--- src/rtl/seg7_pkg.sv ---
// Shared 7-segment definitions: active-high glyphs {g,f,e,d,c,b,a},
// capture FSM encoding and the decoder result payload.
package seg7_pkg;

  localparam logic [6:0] SEG_0     = 7'h3F;
  localparam logic [6:0] SEG_1     = 7'h06;
  localparam logic [6:0] SEG_2     = 7'h5B;
  localparam logic [6:0] SEG_3     = 7'h4F;
  localparam logic [6:0] SEG_4     = 7'h66;
  localparam logic [6:0] SEG_5     = 7'h6D;
  localparam logic [6:0] SEG_6     = 7'h7D;
  localparam logic [6:0] SEG_7     = 7'h07;
  localparam logic [6:0] SEG_8     = 7'h7F;
  localparam logic [6:0] SEG_9     = 7'h6F;
  localparam logic [6:0] SEG_A     = 7'h77;
  localparam logic [6:0] SEG_B     = 7'h7C;
  localparam logic [6:0] SEG_C     = 7'h39;
  localparam logic [6:0] SEG_D     = 7'h5E;
  localparam logic [6:0] SEG_E     = 7'h79;
  localparam logic [6:0] SEG_F     = 7'h71;
  localparam logic [6:0] SEG_BLANK = 7'h00;

  typedef enum logic [1:0] {
    ST_WAIT   = 2'd0,
    ST_STABLE = 2'd1,
    ST_HOLD   = 2'd2
  } state_t;

  typedef struct packed {
    logic [3:0] value;
    logic       blank;
    logic       error;
  } dec_t;

endpackage

--- src/rtl/seg7_capture_if.sv ---
// Display bus and capture output channel of seg7_capture.
// master drives the pins and out_ready; slave is the capture block.
interface seg7_capture_if #(
  parameter int unsigned DIGITS = 4
);
  localparam int unsigned DW = (DIGITS > 1) ? $clog2(DIGITS) : 1;

  logic [6:0]          seg_n;
  logic [DIGITS-1:0]   dig_n;
  logic                out_valid;
  logic                out_ready;
  logic [DW-1:0]       out_digit;
  logic [3:0]          out_value;
  logic                out_blank;
  logic                out_error;
  logic [4*DIGITS-1:0] snapshot;
  logic                overflow;

  modport master (
    output seg_n, dig_n, out_ready,
    input  out_valid, out_digit, out_value, out_blank, out_error, snapshot, overflow
  );

  modport slave (
    input  seg_n, dig_n, out_ready,
    output out_valid, out_digit, out_value, out_blank, out_error, snapshot, overflow
  );
endinterface

--- src/rtl/seg7_decode.sv ---
// Combinational glyph decoder: active-high segment pattern to value/blank/error.
module seg7_decode
  import seg7_pkg::*;
(
  input  logic [6:0] pattern,
  output dec_t       dec_c
);

  always_comb begin
    dec_c = '0;
    case (pattern)
      SEG_0:     dec_c.value = 4'h0;
      SEG_1:     dec_c.value = 4'h1;
      SEG_2:     dec_c.value = 4'h2;
      SEG_3:     dec_c.value = 4'h3;
      SEG_4:     dec_c.value = 4'h4;
      SEG_5:     dec_c.value = 4'h5;
      SEG_6:     dec_c.value = 4'h6;
      SEG_7:     dec_c.value = 4'h7;
      SEG_8:     dec_c.value = 4'h8;
      SEG_9:     dec_c.value = 4'h9;
      SEG_A:     dec_c.value = 4'hA;
      SEG_B:     dec_c.value = 4'hB;
      SEG_C:     dec_c.value = 4'hC;
      SEG_D:     dec_c.value = 4'hD;
      SEG_E:     dec_c.value = 4'hE;
      SEG_F:     dec_c.value = 4'hF;
      SEG_BLANK: dec_c.blank = 1'b1;
      default:   dec_c.error = 1'b1;
    endcase
  end

endmodule

--- src/rtl/seg7_capture.sv ---
// Recovers digits from a multiplexed active-low 7-segment bus: synchronize,
// qualify by stability, decode, and hand off through a one-entry buffer.
module seg7_capture
  import seg7_pkg::*;
#(
  parameter int unsigned DIGITS        = 4,
  parameter int unsigned STABLE_CYCLES = 8
) (
  input logic           clk,
  input logic           reset,
  seg7_capture_if.slave bus
);

  localparam int unsigned SW = DIGITS + 7;
  localparam int unsigned DW = (DIGITS > 1) ? $clog2(DIGITS) : 1;
  localparam int unsigned CW = $clog2(STABLE_CYCLES);
  localparam logic [CW-1:0] CNT_MAX = CW'(STABLE_CYCLES - 1);
  localparam logic [CW-1:0] CNT_CAP = CW'(STABLE_CYCLES - 2);

  logic [SW-1:0]       meta;
  logic [SW-1:0]       sync;
  state_t              state;
  logic [CW-1:0]       cnt;
  logic                valid;
  logic [DW-1:0]       digit;
  logic [3:0]          value;
  logic                blank;
  logic                error;
  logic [4*DIGITS-1:0] snap;
  logic                ovf;

  logic [DIGITS-1:0]   act;
  logic [6:0]          seg_on;
  logic                same;
  logic                qual;
  logic                capture;
  logic [DW-1:0]       idx;
  dec_t                dec;

  // The sample entering stage 2 is compared against stage 2, so a pin change
  // clears cnt on the edge that makes it visible in the synchronized sample.
  assign act     = ~meta[SW-1:7];
  assign seg_on  = ~meta[6:0];
  assign same    = (meta == sync);
  assign qual    = (act != '0) && ((act & (act - DIGITS'(1))) == '0);
  assign capture = qual && same && (state == ST_STABLE) && (cnt == CNT_CAP);

  always_comb begin
    idx = '0;
    for (int unsigned i = 0; i < DIGITS; i++) begin
      if (act[i]) idx = DW'(i);
    end
  end

  seg7_decode u_decode (
    .pattern (seg_on),
    .dec_c   (dec)
  );

  always_ff @(posedge clk) begin
    if (reset) begin
      meta  <= '1;
      sync  <= '1;
      state <= ST_WAIT;
      cnt   <= '0;
      valid <= 1'b0;
      digit <= '0;
      value <= '0;
      blank <= 1'b0;
      error <= 1'b0;
      snap  <= '0;
      ovf   <= 1'b0;
    end else begin
      meta <= {bus.dig_n, bus.seg_n};
      sync <= meta;

      if (!qual) begin
        cnt   <= '0;
        state <= ST_WAIT;
      end else begin
        if (!same)               cnt <= '0;
        else if (cnt != CNT_MAX) cnt <= cnt + CW'(1);

        case (state)
          ST_WAIT:   state <= ST_STABLE;
          ST_STABLE: begin
            if (!same)                state <= ST_WAIT;
            else if (cnt == CNT_CAP)  state <= ST_HOLD;
          end
          ST_HOLD:   if (!same) state <= ST_WAIT;
          default:   state <= ST_WAIT;
        endcase
      end

      if (valid && bus.out_ready) valid <= 1'b0;

      // Snapshot tracks every legal capture even when the buffer overflows.
      for (int unsigned i = 0; i < DIGITS; i++) begin
        if (capture && !dec.error && act[i]) snap[4*i +: 4] <= dec.value;
      end

      if (capture) begin
        if (!valid || bus.out_ready) begin
          valid <= 1'b1;
          digit <= idx;
          value <= dec.value;
          blank <= dec.blank;
          error <= dec.error;
        end else begin
          ovf <= 1'b1;
        end
      end
    end
  end

  assign bus.out_valid = valid;
  assign bus.out_digit = digit;
  assign bus.out_value = value;
  assign bus.out_blank = blank;
  assign bus.out_error = error;
  assign bus.snapshot  = snap;
  assign bus.overflow  = ovf;

endmodule
--- src/flat_wrapper.sv ---
// flat-port wrapper written by rule: the top's interface ports become plain ports
module seg7_capture_flat import seg7_pkg::*;
#(
  parameter int unsigned DIGITS        = 4,
  parameter int unsigned STABLE_CYCLES = 8
)
  (clk, reset, bus_seg_n, bus_dig_n, bus_out_ready, bus_out_valid, bus_out_digit, bus_out_value, bus_out_blank, bus_out_error, bus_snapshot, bus_overflow);
  seg7_capture_if #(.DIGITS(DIGITS)) bus_i ();
  input logic clk;
  input logic reset;
  input wire logic [$bits(bus_i.seg_n)-1:0] bus_seg_n;
  input wire logic [$bits(bus_i.dig_n)-1:0] bus_dig_n;
  input wire logic [$bits(bus_i.out_ready)-1:0] bus_out_ready;
  output wire logic [$bits(bus_i.out_valid)-1:0] bus_out_valid;
  output wire logic [$bits(bus_i.out_digit)-1:0] bus_out_digit;
  output wire logic [$bits(bus_i.out_value)-1:0] bus_out_value;
  output wire logic [$bits(bus_i.out_blank)-1:0] bus_out_blank;
  output wire logic [$bits(bus_i.out_error)-1:0] bus_out_error;
  output wire logic [$bits(bus_i.snapshot)-1:0] bus_snapshot;
  output wire logic [$bits(bus_i.overflow)-1:0] bus_overflow;
  assign bus_i.seg_n = bus_seg_n;
  assign bus_i.dig_n = bus_dig_n;
  assign bus_i.out_ready = bus_out_ready;
  assign bus_out_valid = bus_i.out_valid;
  assign bus_out_digit = bus_i.out_digit;
  assign bus_out_value = bus_i.out_value;
  assign bus_out_blank = bus_i.out_blank;
  assign bus_out_error = bus_i.out_error;
  assign bus_snapshot = bus_i.snapshot;
  assign bus_overflow = bus_i.overflow;
  seg7_capture #(.DIGITS(DIGITS), .STABLE_CYCLES(STABLE_CYCLES)) u_core (.clk(clk), .reset(reset), .bus(bus_i));
endmodule
--- config.mk ---
export PLATFORM = sky130hd
export DESIGN_NAME = seg7_capture_flat
export DESIGN_NICKNAME = d
export VERILOG_FILES = /design/src/rtl/seg7_pkg.sv /design/src/rtl/seg7_capture_if.sv /design/src/rtl/seg7_decode.sv /design/src/rtl/seg7_capture.sv /design/src/flat_wrapper.sv
export SDC_FILE = /design/constraint.sdc
export NUM_CORES = 1
export LEC_CHECK = 0
export BUFFER_PORTS_ARGS = -buffer_cell sky130_fd_sc_hd__buf_2
export CORE_MARGIN = 8
export CORE_UTILIZATION = 50
export CTS_CLUSTER_DIAMETER = 120
export DETAILED_ROUTE_END_ITERATION = 10
export GPL_TIMING_DRIVEN = 0
export PLACE_DENSITY_LB_ADDON = 0.08
export SLEW_MARGIN = 30
export SYNTH_ARGS = -nofsm -noshare
export SYNTH_HDL_FRONTEND = slang
export SYNTH_SLANG_ARGS = --single-unit
--- constraint.sdc ---
create_clock -name clk -period 2.1 [get_ports clk]
set_input_delay 0.105 -clock clk [delete_from_list [all_inputs] [get_ports clk]]
set_output_delay 0.105 -clock clk [all_outputs]
set_load 0.02 [all_outputs]
==> results of run 1 <==
-- per-layer routing --
metal / vias up / track usage [%] / share of wire [%]
li1: 1015 / - / -
met4: 0 / 6.15 / 1.3
met1: 965 / 20.6 / 43
met5: - / 0 / 0
met3: 8 / 5.17 / 5.6
met2: 54 / 27.5 / 50
-- cell usage after synthesis (2+ instances only) --
library cell	instances	area (µm²)
dfxtp_1	53	1060
or2_2	22	138
nand2_1	17	63.8
nor2_1	13	48.8
xor2_1	12	105
clkbuf_1	11	41.3
a21oi_1	8	40.0
nor3_1	8	40.0
o221a_2	8	90.1
o21ai_0	7	35.0
mux2i_1	6	60.1
nand3_1	6	30.0
nor3_2	5	50.1
nand2b_1	4	25.0
nor4_1	4	25.0
o211a_1	4	40.0
or4_1	4	30.0
buf_6	3	33.8
ha_1	3	37.5
inv_1	3	11.3
nand4b_1	3	26.3
nor4b_1	3	26.3
a22oi_1	2	15.0
buf_1	2	7.51
buf_2	2	10.0
nand4_1	2	12.5
nor2b_1	2	12.5
nor4_2	2	25.0
o211ai_1	2	15.0
o21a_1	2	15.0
o21bai_1	2	15.0
-- worst paths after layout --
path	endpoint	cells past startpoint
worst max-delay path	u_core.bus.snapshot[12]	7
worst min register to register	u_core.state[0]	1
worst min-delay path	u_core.state[0]	2
worst max register to register	u_core.bus.snapshot[12]	7
-- worst max-delay path: stages, from the launching register on --
cell and delay [ns]:
dfxtp_4 0.37, xor2_2 0.14, nor4_2 0.34, and3_1 0.23, or3b_4 0.41, buf_6 0.15, or4_4 0.50, o211a_1 0.13
-- cells in the final DEF, fill, tap and decap left out, drive strengths merged, types with 2 or more instances in the layout --
master / count
xor2: 13
o21a: 2
nor3: 14
o21bai: 2
nor2: 13
clkinv: 3
or2: 22
buf: 64
ha: 3
o21ai: 7
inv: 3
nor4b: 3
clkbuf: 14
nand2b: 4
o211ai: 2
nand2: 17
nor2b: 2
dlygate4sd3: 11
nand4b: 3
a22oi: 2
or4: 4
a21oi: 8
nor4: 6
nand4: 2
o221a: 8
dfxtp: 53
o211a: 4
nand3: 6
mux2i: 6
-- cells by family (layout without fill, tap and decap cells) --
group	count (synthesis)	count (layout)	share of synthesized area (%)
buffers and inverters	22	95	4.60
AO/OA/AOI/OAI	42	42	13.8
AND/OR/NAND/NOR	102	103	26.0
multiplexers	7	7	3.05
flip-flops	53	53	45.3
adder cells (fa/ha/maj)	3	3	1.60
XOR/XNOR	14	14	5.56
-- state kept, by name, indices dropped and copies added, names as in the netlist --
name and cells:
u_core.bus.overflow 1, u_core.bus.snapshot 16, u_core.bus.out_valid 1, u_core.bus.out_value 4
u_core.bus.out_blank 1, u_core.cnt 3, u_core.bus.out_digit 2, u_core.meta 11
u_core.state 2, u_core.bus.out_error 1, u_core.sync 11
-- stage by stage --
step / TNS (ns) / cell area [µm²] / instances
6_report: -3.07 / 3190 / 371
5_1_grt: -4.44 / 3190 / 371
4_1_cts: -3.04 / 3070 / 372
3_5_place_dp: -6.39 / 2610 / 336
3_3_place_gp: -6.51 / 2610 / 336
2_1_floorplan: -0.207 / 2350 / 243
-- timing repair --
item                                    CTS  global route
hold buffers                             11             0
gates resized for setup                  39            33
pin swaps                                10            20
gates cloned                              1             0
buffers inserted                         20             5
endpoints found under the setup margin   24            26
hold endpoints to repair                 11             0
-- layout make-up --
| class | instances | share of cell area (%) |
|---|---|---|
| Sequential cell | 53 | 33.9 |
| Timing Repair Buffer | 69 | 14.6 |
| Tap cell | 54 | 2.12 |
| Inverter | 4 | 0.470 |
| Clock inverter | 2 | 0.313 |
| Buffer | 14 | 2.47 |
| Multi-Input combinational cell | 169 | 43.9 |
| Clock buffer | 6 | 2.27 |
-- where the power goes --
| group | total, mW | switching, mW | internal (mW) | leakage, nW |
|---|---|---|---|---|
| combinational | 0.214 | 0.110 | 0.104 | 0.877 |
| sequential | 1.05 | 0.0245 | 1.02 | 0.432 |
| clock | 0.551 | 0.319 | 0.232 | 0.0450 |
==> reports/qor.yml, run 1 <==
global_routing:
  antenna_found_initial: 0
  grt.total_usage_pct: 17.0
  grt-ovfl-total: 0
  grt_pass1_wl_mm: 9.73
  grt_pass1_vias: 2017
  grt_max_degree: 16
detailed_routing:
  vias: 2042
  drtAntennaViolNets: 0
  wl_per_cell_um: 15.8
  drt_wl_total_mm: 5.87
  avgViaCountPerCell: 5.50
  route.detailed.drc: 0
  dr.pass1.iters: 4
  drt_iter0_drc: 169
clock_network:
  cts_root_buffer: "clkbuf_8"
  cts_buffers: 5
  clock-sinks: 53
  htree_levels: 2
  clock_latency_ns: 0.31
  cts_tree: "built"
  cts_buffer_depth: 2
  clk_pin_slew_ns: 0.09
power_and_ir_drop:
  max-vdd-ir-drop_uv: 288
  design_power_total_mw: 1.81
  leakage_nw: 1.35
  p_per_area_nw_per_um2: 568
cells_and_area:
  multi_input_area_um2: 1400
  syn_to_final_growth_pct: 36.4
  drive_gt1_share_pct: 45.7
  fillers: 370
  nets: 333
  register_area_um2: 1080
  antennaDiodeCount: 0
  post-route-util_pct: 69.0
die:
  rows: 25
  die_y_um: 84.4
  ios: 40
  core_area_um2: 4630
  dieWidth_um: 84.4
  dieArea_um2: 7130
  initial_core_util_pct: 50.6
worst_setup_path:
  r2r-start: "u_core.meta[3]"
  critPathLaunch: "u_core.meta[3]"
  r2r_slack_ns: -0.26
  cp.required_ns: 2.31
  cp.arrival_ns: 2.57
  crit_type: "reg -> reg"
  start_kind: "flop"
  crit_fanout: 6
  critPathCaptureType: "flop"
logic_synthesis:
  synth-edff-count: 0
  synth_cell_types: 49
  syn_area_per_cell_um2: 9.63
  synth-seq-area-share_pct: 45.3
  yosysWarnings: 0
  synth_nets: 260
  synth-seq-cells: 53
  synth_area_um2: 2340
  async_reset_ff_share_pct: 0
  synthFlopType: "dfxtp_1"
  postSynthCellCount: 243
outcome:
  outcome: "finished with violations"
  violations: "setup timing"
place:
  dp_hpwl_mm: 3.74
  pre_cts_ws_ns: -0.404
  gp_congestion: 0.867
  port_buffers: 39
sta:
  hold_violations: 0
  fmax_mhz: 424
  finClkSkew_ns: 0.00859
  rsz0062_at_grt: "true"
  timing.final.crit_share_pct: 112
  tightest_slew_ns: 0.634
  slew_violations: 0
  fin_ws_ns: -0.257
  whs_ns: 0.0470
  setup_violations: 19
  max_slew_margin_pct: 57.8
  min_period_ns: 2.36
job:
  drv_cap: 0
hold_path:
  hp-start: "reset"
  min_path_type: "in -> reg"
Note: power is estimated with default switching activity, not from simulation.
==> run 2, diff against run 1 <==
- CORE_UTILIZATION: 50 -> 55
- PLACE_DENSITY: unset -> 0.83
- PLACE_DENSITY_LB_ADDON: 0.08 -> unset
- clock period: 2.1 -> 2.9 ns (I/O delays scaled with it)
==> run 2 against run 1 <==
- count of clock-buffer cells in the layout decreased by 1
- clock skew about the same
- worst setup slack improved by 0.63 ns
- critical path type unchanged
- largest power group unchanged
- the flow now finishes without violations
- largest cell class unchanged
==> reports/qor.yml, run 2 (synthesis results as in run 1) <==
global_routing:
  grt-ovfl-total: 0  # unchanged
  grt_pass1_vias: 1878  # was 2017
  met2_usage_pct: 27.3  # was 27.5%
  grtUsageMet1_pct: 19.2  # was 20.6%
  grt_pass1_wl_mm: 8.49  # was 9.73 mm
  top_usage_layer: "met2"  # unchanged
  grt_util_met3_pct: 3.97  # was 5.17%
  grt_max_degree: 17  # was 16
  grt.total_usage_pct: 16.2  # was 17.0%
  antenna_found_initial: 0  # unchanged
cells_and_area:
  syn_to_final_growth_pct: 14.7  # was 36.4%
  fillers: 337  # was 370
  largest_reg_flops: 16  # unchanged
  nets: 306  # was 333
  post-route-util_pct: 66.2  # was 69.0%
  drive_gt1_share_pct: 31.7  # was 45.7%
  fin_area_um2: 2690  # was 3190 µm²
  final_common_cell: "dfxtp_1"  # unchanged
  antennaDiodeCount: 0  # unchanged
  final_cell_mix: "dfxtp_1, buf_2, or2_2"  # unchanged
detailed_routing:
  drt_iter0_drc: 119  # was 169
  route.detailed.drc: 0  # unchanged
  vias: 1904  # was 2042
  dr.pass1.iters: 4  # unchanged
  wl_per_cell_um: 14.8  # was 15.8 µm
  avgViaCountPerCell: 5.60  # was 5.50
  drt_wl_total_mm: 5.02  # was 5.87 mm
  drtAntennaViolNets: 0  # unchanged
sta:
  setup_tns_ns: 0  # was -3.07 ns
  tightest_slew_ns: 0.691  # was 0.634 ns
  hold_violations: 0  # unchanged
  fmax_mhz: 396  # was 424 MHz
  setup_violations: 0  # was 19
  max_slew_margin_pct: 53.7  # was 57.8%
  timing.final.crit_share_pct: 87.0  # was 112%
  rsz0062_at_grt: "false"  # was true
  min_period_ns: 2.52  # was 2.36 ns
  finClkSkew_ns: 0.00867  # was 0.00859 ns
  slew_violations: 0  # unchanged
hold_path:
  hp-start: "bus_dig_n[3]"  # was reset
  min_path_type: "in -> reg"  # unchanged
  holdPathEnd: "u_core.meta[10]"  # was u_core.state[0]
  hold_path_depth: 2  # unchanged
worst_setup_path:
  worstRegToRegCells: 7  # unchanged
  r2r_slack_ns: 0.38  # was -0.26 ns
  cp.required_ns: 3.12  # was 2.31 ns
  r2r-start: "u_core.meta[4]"  # was u_core.meta[3]
  crit_fanout: 10  # was 6
  start_kind: "flop"  # unchanged
  rr_endpoint: "u_core.bus.snapshot[13]"  # was u_core.bus.snapshot[12]
  critPathCaptureType: "flop"  # unchanged
  crit_type: "reg -> reg"  # unchanged
  cp.arrival_ns: 2.74  # was 2.57 ns
clock_network:
  cts_resized: 0  # was 39
  clock_latency_ns: 0.31  # about the same
  htree_levels: 2  # unchanged
  cts_buffers: 5  # unchanged
  cts_setup_buffers: 0  # was 20
  cts_buffer_depth: 2  # unchanged
  cts_root_buffer: "clkbuf_8"  # unchanged
  clock-sinks: 53  # unchanged
  cts_tree: "built"  # unchanged
  clk_pin_slew_ns: 0.10  # was 0.09 ns
  cts_hold_buf: 0  # was 11
job:
  drv_cap: 0  # unchanged
die:
  core_area_um2: 4060  # was 4630 µm²
  dieWidth_um: 81.2  # was 84.4 µm
  dieArea_um2: 6600  # was 7130 µm²
  initial_core_util_pct: 57.7  # was 50.6%
  rows: 23  # was 25
  ios: 40  # unchanged
  die_y_um: 81.2  # was 84.4 µm
place:
  port_buffers: 39  # unchanged
  dp_hpwl_mm: 3.80  # was 3.74 mm
  placed_cell_area_um2: 2600  # was 2610 µm²
  gp_congestion: 0.921  # was 0.867
power_and_ir_drop:
  p_per_area_nw_per_um2: 474  # was 568 nW/µm²
  max-vdd-ir-drop_uv: 399  # was 288 µV
  leakage_nw: 1.13  # was 1.35 nW
outcome:
  outcome: "finished, final reports clean"  # was finished with violations
-- run 2: worst max-delay path by stage --
stage	depth (start not counted)	end	startpoint
floorplan	8	u_core.bus.snapshot[12]	u_core.meta[7]
global placement	7	u_core.bus.snapshot[13]	u_core.meta[3]
detailed placement	7	u_core.bus.snapshot[13]	u_core.meta[3]
CTS	7	u_core.bus.snapshot[13]	u_core.meta[3]
global route	7	u_core.bus.snapshot[13]	u_core.meta[4]
finish	7	u_core.bus.snapshot[13]	u_core.meta[4]
-- run 2: per-layer routing --
metal,up-vias,routed length [µm],part of all wire [%]
met2,41,2470,49
met5,-,0,0
met1,902,2210,44
met3,8,270,5.4
met4,0,67,1.3
li1,953,-,-
-- run 2: layout make-up --
type                            instances  area [µm²]  area share [%]
Buffer                                 18        92.6            3.45
Clock buffer                            5        68.8            2.56
Multi-Input combinational cell        168        1170            43.7
Sequential cell                        53        1060            39.5
Inverter                                4        15.0           0.559
Clock inverter                          3        17.5           0.652
Tap cell                               50        62.6            2.33
Timing Repair Buffer                   39         195            7.27
-- run 2: worst max-delay path, cell delays in order, from the launching register on --
cell       delay [ns]
dfxtp_1          0.39
clkbuf_1         0.35
nor4b_1          0.14
a22oi_1          0.27
o2111ai_1        0.20
nor3_2           0.63
nor3_2           0.15
o221a_2          0.30
-- run 2: stage by stage --
step,power (mW),setup WS (ns),instances,hold slack (ns)
6_report,1.27,0.376,340,0.00985
5_1_grt,1.33,0.170,340,0.00267
4_1_cts,1.28,0.390,340,0.00594
3_5_place_dp,0.878,0.400,332,0.329
3_3_place_gp,0.875,0.408,332,0.327
2_1_floorplan,0.848,0.606,243,0.234
-- run 2: where the power goes --
part           total [mW]  internal (mW)  switching, mW
Sequential          0.753          0.743        0.00975
Clock               0.409          0.167          0.242
Combinational       0.110         0.0451         0.0647
